[config.mk]
export PLATFORM = sky130hd
export DESIGN_NAME = nco_multi_clk
export DESIGN_NICKNAME = d
export VERILOG_FILES = /design/src/rtl/nco_multi_clk.sv
export SDC_FILE = /design/constraint.sdc
export NUM_CORES = 1
export LEC_CHECK = 0
export ABC_AREA = 1
export BUFFER_PORTS_ARGS = -buffer_cell sky130_fd_sc_hd__buf_2
export CAP_MARGIN = 20
export CORE_MARGIN = 4
export CORE_UTILIZATION = 60
export CTS_BUF_LIST = sky130_fd_sc_hd__clkbuf_8 sky130_fd_sc_hd__clkbuf_16
export DETAILED_ROUTE_END_ITERATION = 12
export PLACE_DENSITY = 0.75
export SYNTH_ARGS = -nofsm -noshare
export SYNTH_HDL_FRONTEND = slang
export SYNTH_SLANG_ARGS = --single-unit
[constraint.sdc]
create_clock -name clk_50m -period 9.9 [get_ports clk_50m]
set_input_delay 1.98 -clock clk_50m [delete_from_list [all_inputs] [get_ports clk_50m]]
set_output_delay 1.98 -clock clk_50m [all_outputs]
set_load 0.05 [all_outputs]
[src/rtl/nco_multi_clk.sv]
// Multi-channel NCO tick/clock generator.
// Each channel has a phase accumulator, an active step and a pending step.
// A written step is held as pending and becomes active only at an accumulator
// wrap, when the channel is disabled, or on a sync pulse.
// Optional feature macro: NCO_SYNC_EN adds the sync_in port, which phase-aligns all channels.
module nco_multi_clk #(
  parameter int unsigned     CH           = 2,
  parameter int unsigned     AW           = 1,
  parameter int unsigned     ACC_W        = 32,
  parameter longint unsigned DEFAULT_STEP = 64'd158329674
) (
  input  logic             clk_50m,
  input  logic             rst,
  input  logic [CH-1:0]    ch_en,
  input  logic             wr_en,
  input  logic [AW-1:0]    wr_addr,
  input  logic [ACC_W-1:0] wr_data,
  output logic [CH-1:0]    step_pending,
  output logic [CH-1:0]    clk_out,
  output logic [CH-1:0]    tick
`ifdef NCO_SYNC_EN
  ,
  input  logic             sync_in
`endif
);

  localparam int unsigned SUM_W = ACC_W + 1;

  logic [ACC_W-1:0] acc_q  [CH];
  logic [ACC_W-1:0] acc_d  [CH];
  logic [ACC_W-1:0] step_q [CH];
  logic [ACC_W-1:0] step_d [CH];
  logic [ACC_W-1:0] pend_q [CH];
  logic [ACC_W-1:0] pend_d [CH];
  logic [CH-1:0]    pend_valid_q, pend_valid_d;
  logic [CH-1:0]    clk_out_q, clk_out_d;
  logic [CH-1:0]    tick_q, tick_d;
  logic             sync_c;

`ifdef NCO_SYNC_EN
  assign sync_c = sync_in;
`else
  assign sync_c = 1'b0;
`endif

  assign step_pending = pend_valid_q;
  assign clk_out      = clk_out_q;
  assign tick         = tick_q;

  // Next-state: accumulate, wrap detection, pending-step apply and write capture per channel
  always_comb begin
    logic [SUM_W-1:0] sum;
    logic             wr_hit;
    logic             apply;
    acc_d        = acc_q;
    step_d       = step_q;
    pend_d       = pend_q;
    pend_valid_d = pend_valid_q;
    clk_out_d    = clk_out_q;
    tick_d       = tick_q;
    sum          = '0;
    wr_hit       = 1'b0;
    apply        = 1'b0;
    for (int i = 0; i < int'(CH); i++) begin
      sum    = {1'b0, acc_q[i]} + {1'b0, step_q[i]};
      wr_hit = wr_en && (wr_addr == AW'(i));
      if (!ch_en[i]) begin
        // disabled: park at phase 0 and take any pending step right away
        acc_d[i]     = '0;
        clk_out_d[i] = 1'b0;
        tick_d[i]    = 1'b0;
        apply        = 1'b1;
      end else if (sync_c) begin
        acc_d[i]     = '0;
        clk_out_d[i] = 1'b0;
        tick_d[i]    = 1'b0;
        apply        = 1'b1;
      end else begin
        acc_d[i]     = sum[ACC_W-1:0];
        tick_d[i]    = sum[ACC_W];
        clk_out_d[i] = acc_q[i][ACC_W-1];
        apply        = sum[ACC_W];
      end
      // a write in the same cycle keeps the step pending for the next opportunity
      if (apply && pend_valid_q[i] && !wr_hit) begin
        step_d[i]       = pend_q[i];
        pend_valid_d[i] = 1'b0;
      end
      if (wr_hit) begin
        pend_d[i]       = wr_data;
        pend_valid_d[i] = 1'b1;
      end
    end
  end

  // State registers with asynchronous reset
  always_ff @(posedge clk_50m or posedge rst) begin
    if (rst) begin
      for (int i = 0; i < int'(CH); i++) begin
        acc_q[i]  <= '0;
        step_q[i] <= ACC_W'(DEFAULT_STEP);
        pend_q[i] <= '0;
      end
      pend_valid_q <= '0;
      clk_out_q    <= '0;
      tick_q       <= '0;
    end else begin
      for (int i = 0; i < int'(CH); i++) begin
        acc_q[i]  <= acc_d[i];
        step_q[i] <= step_d[i];
        pend_q[i] <= pend_d[i];
      end
      pend_valid_q <= pend_valid_d;
      clk_out_q    <= clk_out_d;
      tick_q       <= tick_d;
    end
  end

endmodule

==> flow_metrics.tcl <==
set metrics [dict create \
    coreArea_um2 19600 \
    cts.sinks 198 \
    grt_max_degree 147 \
    first_global_vias 9292 \
    drt-total-wl_um 29400 \
    place_area_um2 12400 \
    place_ws_ns 6.06 \
    cts_tree "yes" \
    die_w_um 149 \
    maxSlewHeadroom_pct 34.6 \
    tightest_slew_ns 0.977 \
    finalMaxSlewViolations 0 \
    worstSetupPathType "primary input to flop" \
    async_flop_share_pct 100 \
    start_util_pct 61.3 \
    antenna_found_initial 0 \
    fin_ws_ns 6.48 \
    period_needed_ns 3.42 \
    hold_buffers 0 \
    finish.instance_area_um2 13000 \
    multiInputGateArea_um2 6000 \
    dp_hpwl_um 22200 \
    setup_violations 0 \
    numCtsBuffers 17 \
    fin_setup_tns_ns 0 \
    hold_class "flop to flop" \
    whs_ns 0.469 \
    achievable-frequency_mhz 292 \
    avgSynthCellArea_um2 7.54 \
    synth_compound_area_share_pct 10.1 \
    synth-simple-area-share_pct 32.7 \
    vias 10300 \
    area_growth_pct 8.11 \
    post_cts_buffers 0 \
    io_pins 44 \
    clkSlewWorstSetupHoldPaths_ns 0.08 \
    drt_iter0_markers 881 \
    synthAdderAreaFrac_pct 7.00 \
    p_leak_nw 7.18 \
    ys_seq_elements 198 \
    die_y_um 149 \
    synth.cell_area_um2 12000 \
    yosysTopAreaCellShare_pct 34.2 \
    postCtsResizedCells 0 \
    grt_util_all_layers_pct 27.2 \
    synth_top_family_by_area "simple AND/OR/NAND/NOR gates" \
    drt_pre_antenna_iters 5 \
    rows 51 \
    critPathMaxFanout 34 \
    drc_errors 0 \
    ys_types 38 \
    worstSetupStartpointType "primary input" \
    fillerInstances 1697 \
    drive_gt1_share_pct 15.6 \
    synthXorXnorAreaFrac_pct 0.0729 \
    post-route-period-util_pct 34.6 \
    routabilityCongestion 0.974 \
    routed_via_density 5.42 \
    synth_cells 1593 \
    synth_commonest_cells "nand2_1, inv_1, dfrtp_1, nor2_1, o21ai_0" \
    routedWlPerCell_um 15.5 \
    dp_cells 1865 \
    maxCapViolations 0 \
    htreeDepth 4 \
    root_buffer "clkbuf_16" \
    seq_area_um2 5000 \
    clockBufferDepth 2 \
    status "complete, no violations" \
    skew_ns 0.0144 \
    synth.mux.area_fraction_pct 0 \
    instances_no_fill 1897 \
    diodes 0 \
    yosysTopAreaCell "dfrtp_1" \
    fp.dieArea_um2 22300 \
    yosys-top-cells-area "dfrtp_1, nand2_1, dfstp_2, ha_1, inv_1" \
    overflow 0 \
    nets 1724 \
    grt_pass1_wl_um 47700 \
    final_antenna_net_count 0 \
    insertion_delay_ns 0.44 \
    p_per_area_nw_per_um2 280 \
    power.total_mw 3.63 \
    vdd_drop_max_mv 0.148 \
    yosysWarnings 0 \
    synth_nets 1697 \
    critPathRequiredTime_ns 10.28 \
    portBuffers 43 \
    final-hold-violation-count 0 \
    crit_path_end_kind "flop" \
    cp_data_arrival_time_ns 3.80 \
    seq_area_frac_synth_pct 41.6 \
    synth-edff-count 0 \
    yosysMostFrequentCell "nand2_1" \
    utilization_pct 66.3 \
    rsz0062_at_grt "false" \
    synth_flop_cell "dfrtp_1" \
]
report_power, final:
group | leakage [nW] | total, mW | switching [mW] | internal, mW
combinational | 4.44 | 1.62 | 1.06 | 0.563
clock | 0.292 | 0.697 | 0.353 | 0.343
sequential | 2.45 | 1.32 | 0.212 | 1.10
total | 7.18 | 3.63 | 1.62 | 2.01
layer usage:
metal  part of all wire, %  GRT usage, %
met1                    47          42.0
met2                    43          39.7
met3                   7.8          5.03
met4                   1.9          7.05
met5                     0             0
final timing paths:
kind                       depth (start not counted)        from          to  slack [ns]
min in group asynchronous                          2         rst  clk_out[1]        1.52
setup / recovery                                   5    ch_en[1]  step_q[11]        6.48
setup reg to reg                                  13  step_q[32]  step_q[62]        6.86
hold reg to reg                                    2  step_q[54]  step_q[54]        0.47
hold / removal                                     2  step_q[54]  step_q[54]        0.47
max in group asynchronous                          4         rst  step_q[52]        6.90
cell usage in the layout (no fill, tap or decap), types with 2 or more instances in the layout:
cell type / count
a21o_1: 5
a21oi_1: 89
a21oi_2: 6
a21oi_4: 2
and2_1: 2
buf_2: 43
buf_4: 4
clkbuf_16: 17
clkinv_4: 2
clkinv_8: 4
dfrtp_1: 164
dfstp_2: 34
fa_1: 2
ha_1: 64
inv_1: 196
inv_2: 11
inv_6: 2
inv_8: 6
nand2_1: 458
nand2_2: 74
nand2_4: 35
nand3_1: 106
nand3_4: 2
nand3b_1: 2
nand4_1: 10
nor2_1: 139
nor2_2: 6
nor3_1: 13
nor4_1: 3
o21a_1: 2
o21ai_0: 108
o21bai_1: 11
area by class of cell:
class,instances,area share (%)
repair buffers,48,2.10
inverters,208,6.07
multi-input cells,1147,46.2
clock buffers,17,3.28
flip-flops and latches,198,38.5
clock inverters,14,1.33
well taps,265,2.55
worst max-delay path, cell delays in order:
cell     delay (ns)
buf_2          0.54
nand3_4        0.46
nand2_8        0.56
nand2_1        0.10
nand2_1        0.08
sequential cells by signal, summed over array words and instances, names as in the netlist:
register / cells
step_q: 64
pend_q: 64
acc_q: 64
step_pending: 2
tick: 2
clk_out: 2
logic make-up after synthesis:
| kind of cell | after synthesis |
|---|---|
| DFF | 198 |
| buffers and inverters | 248 |
| xor gates and xnor gates | 1 |
| AOI/OAI and AO/OA | 224 |
| adders and majority gates | 66 |
| and+or+nand+nor | 856 |
(Power assumes the default switching activity.)
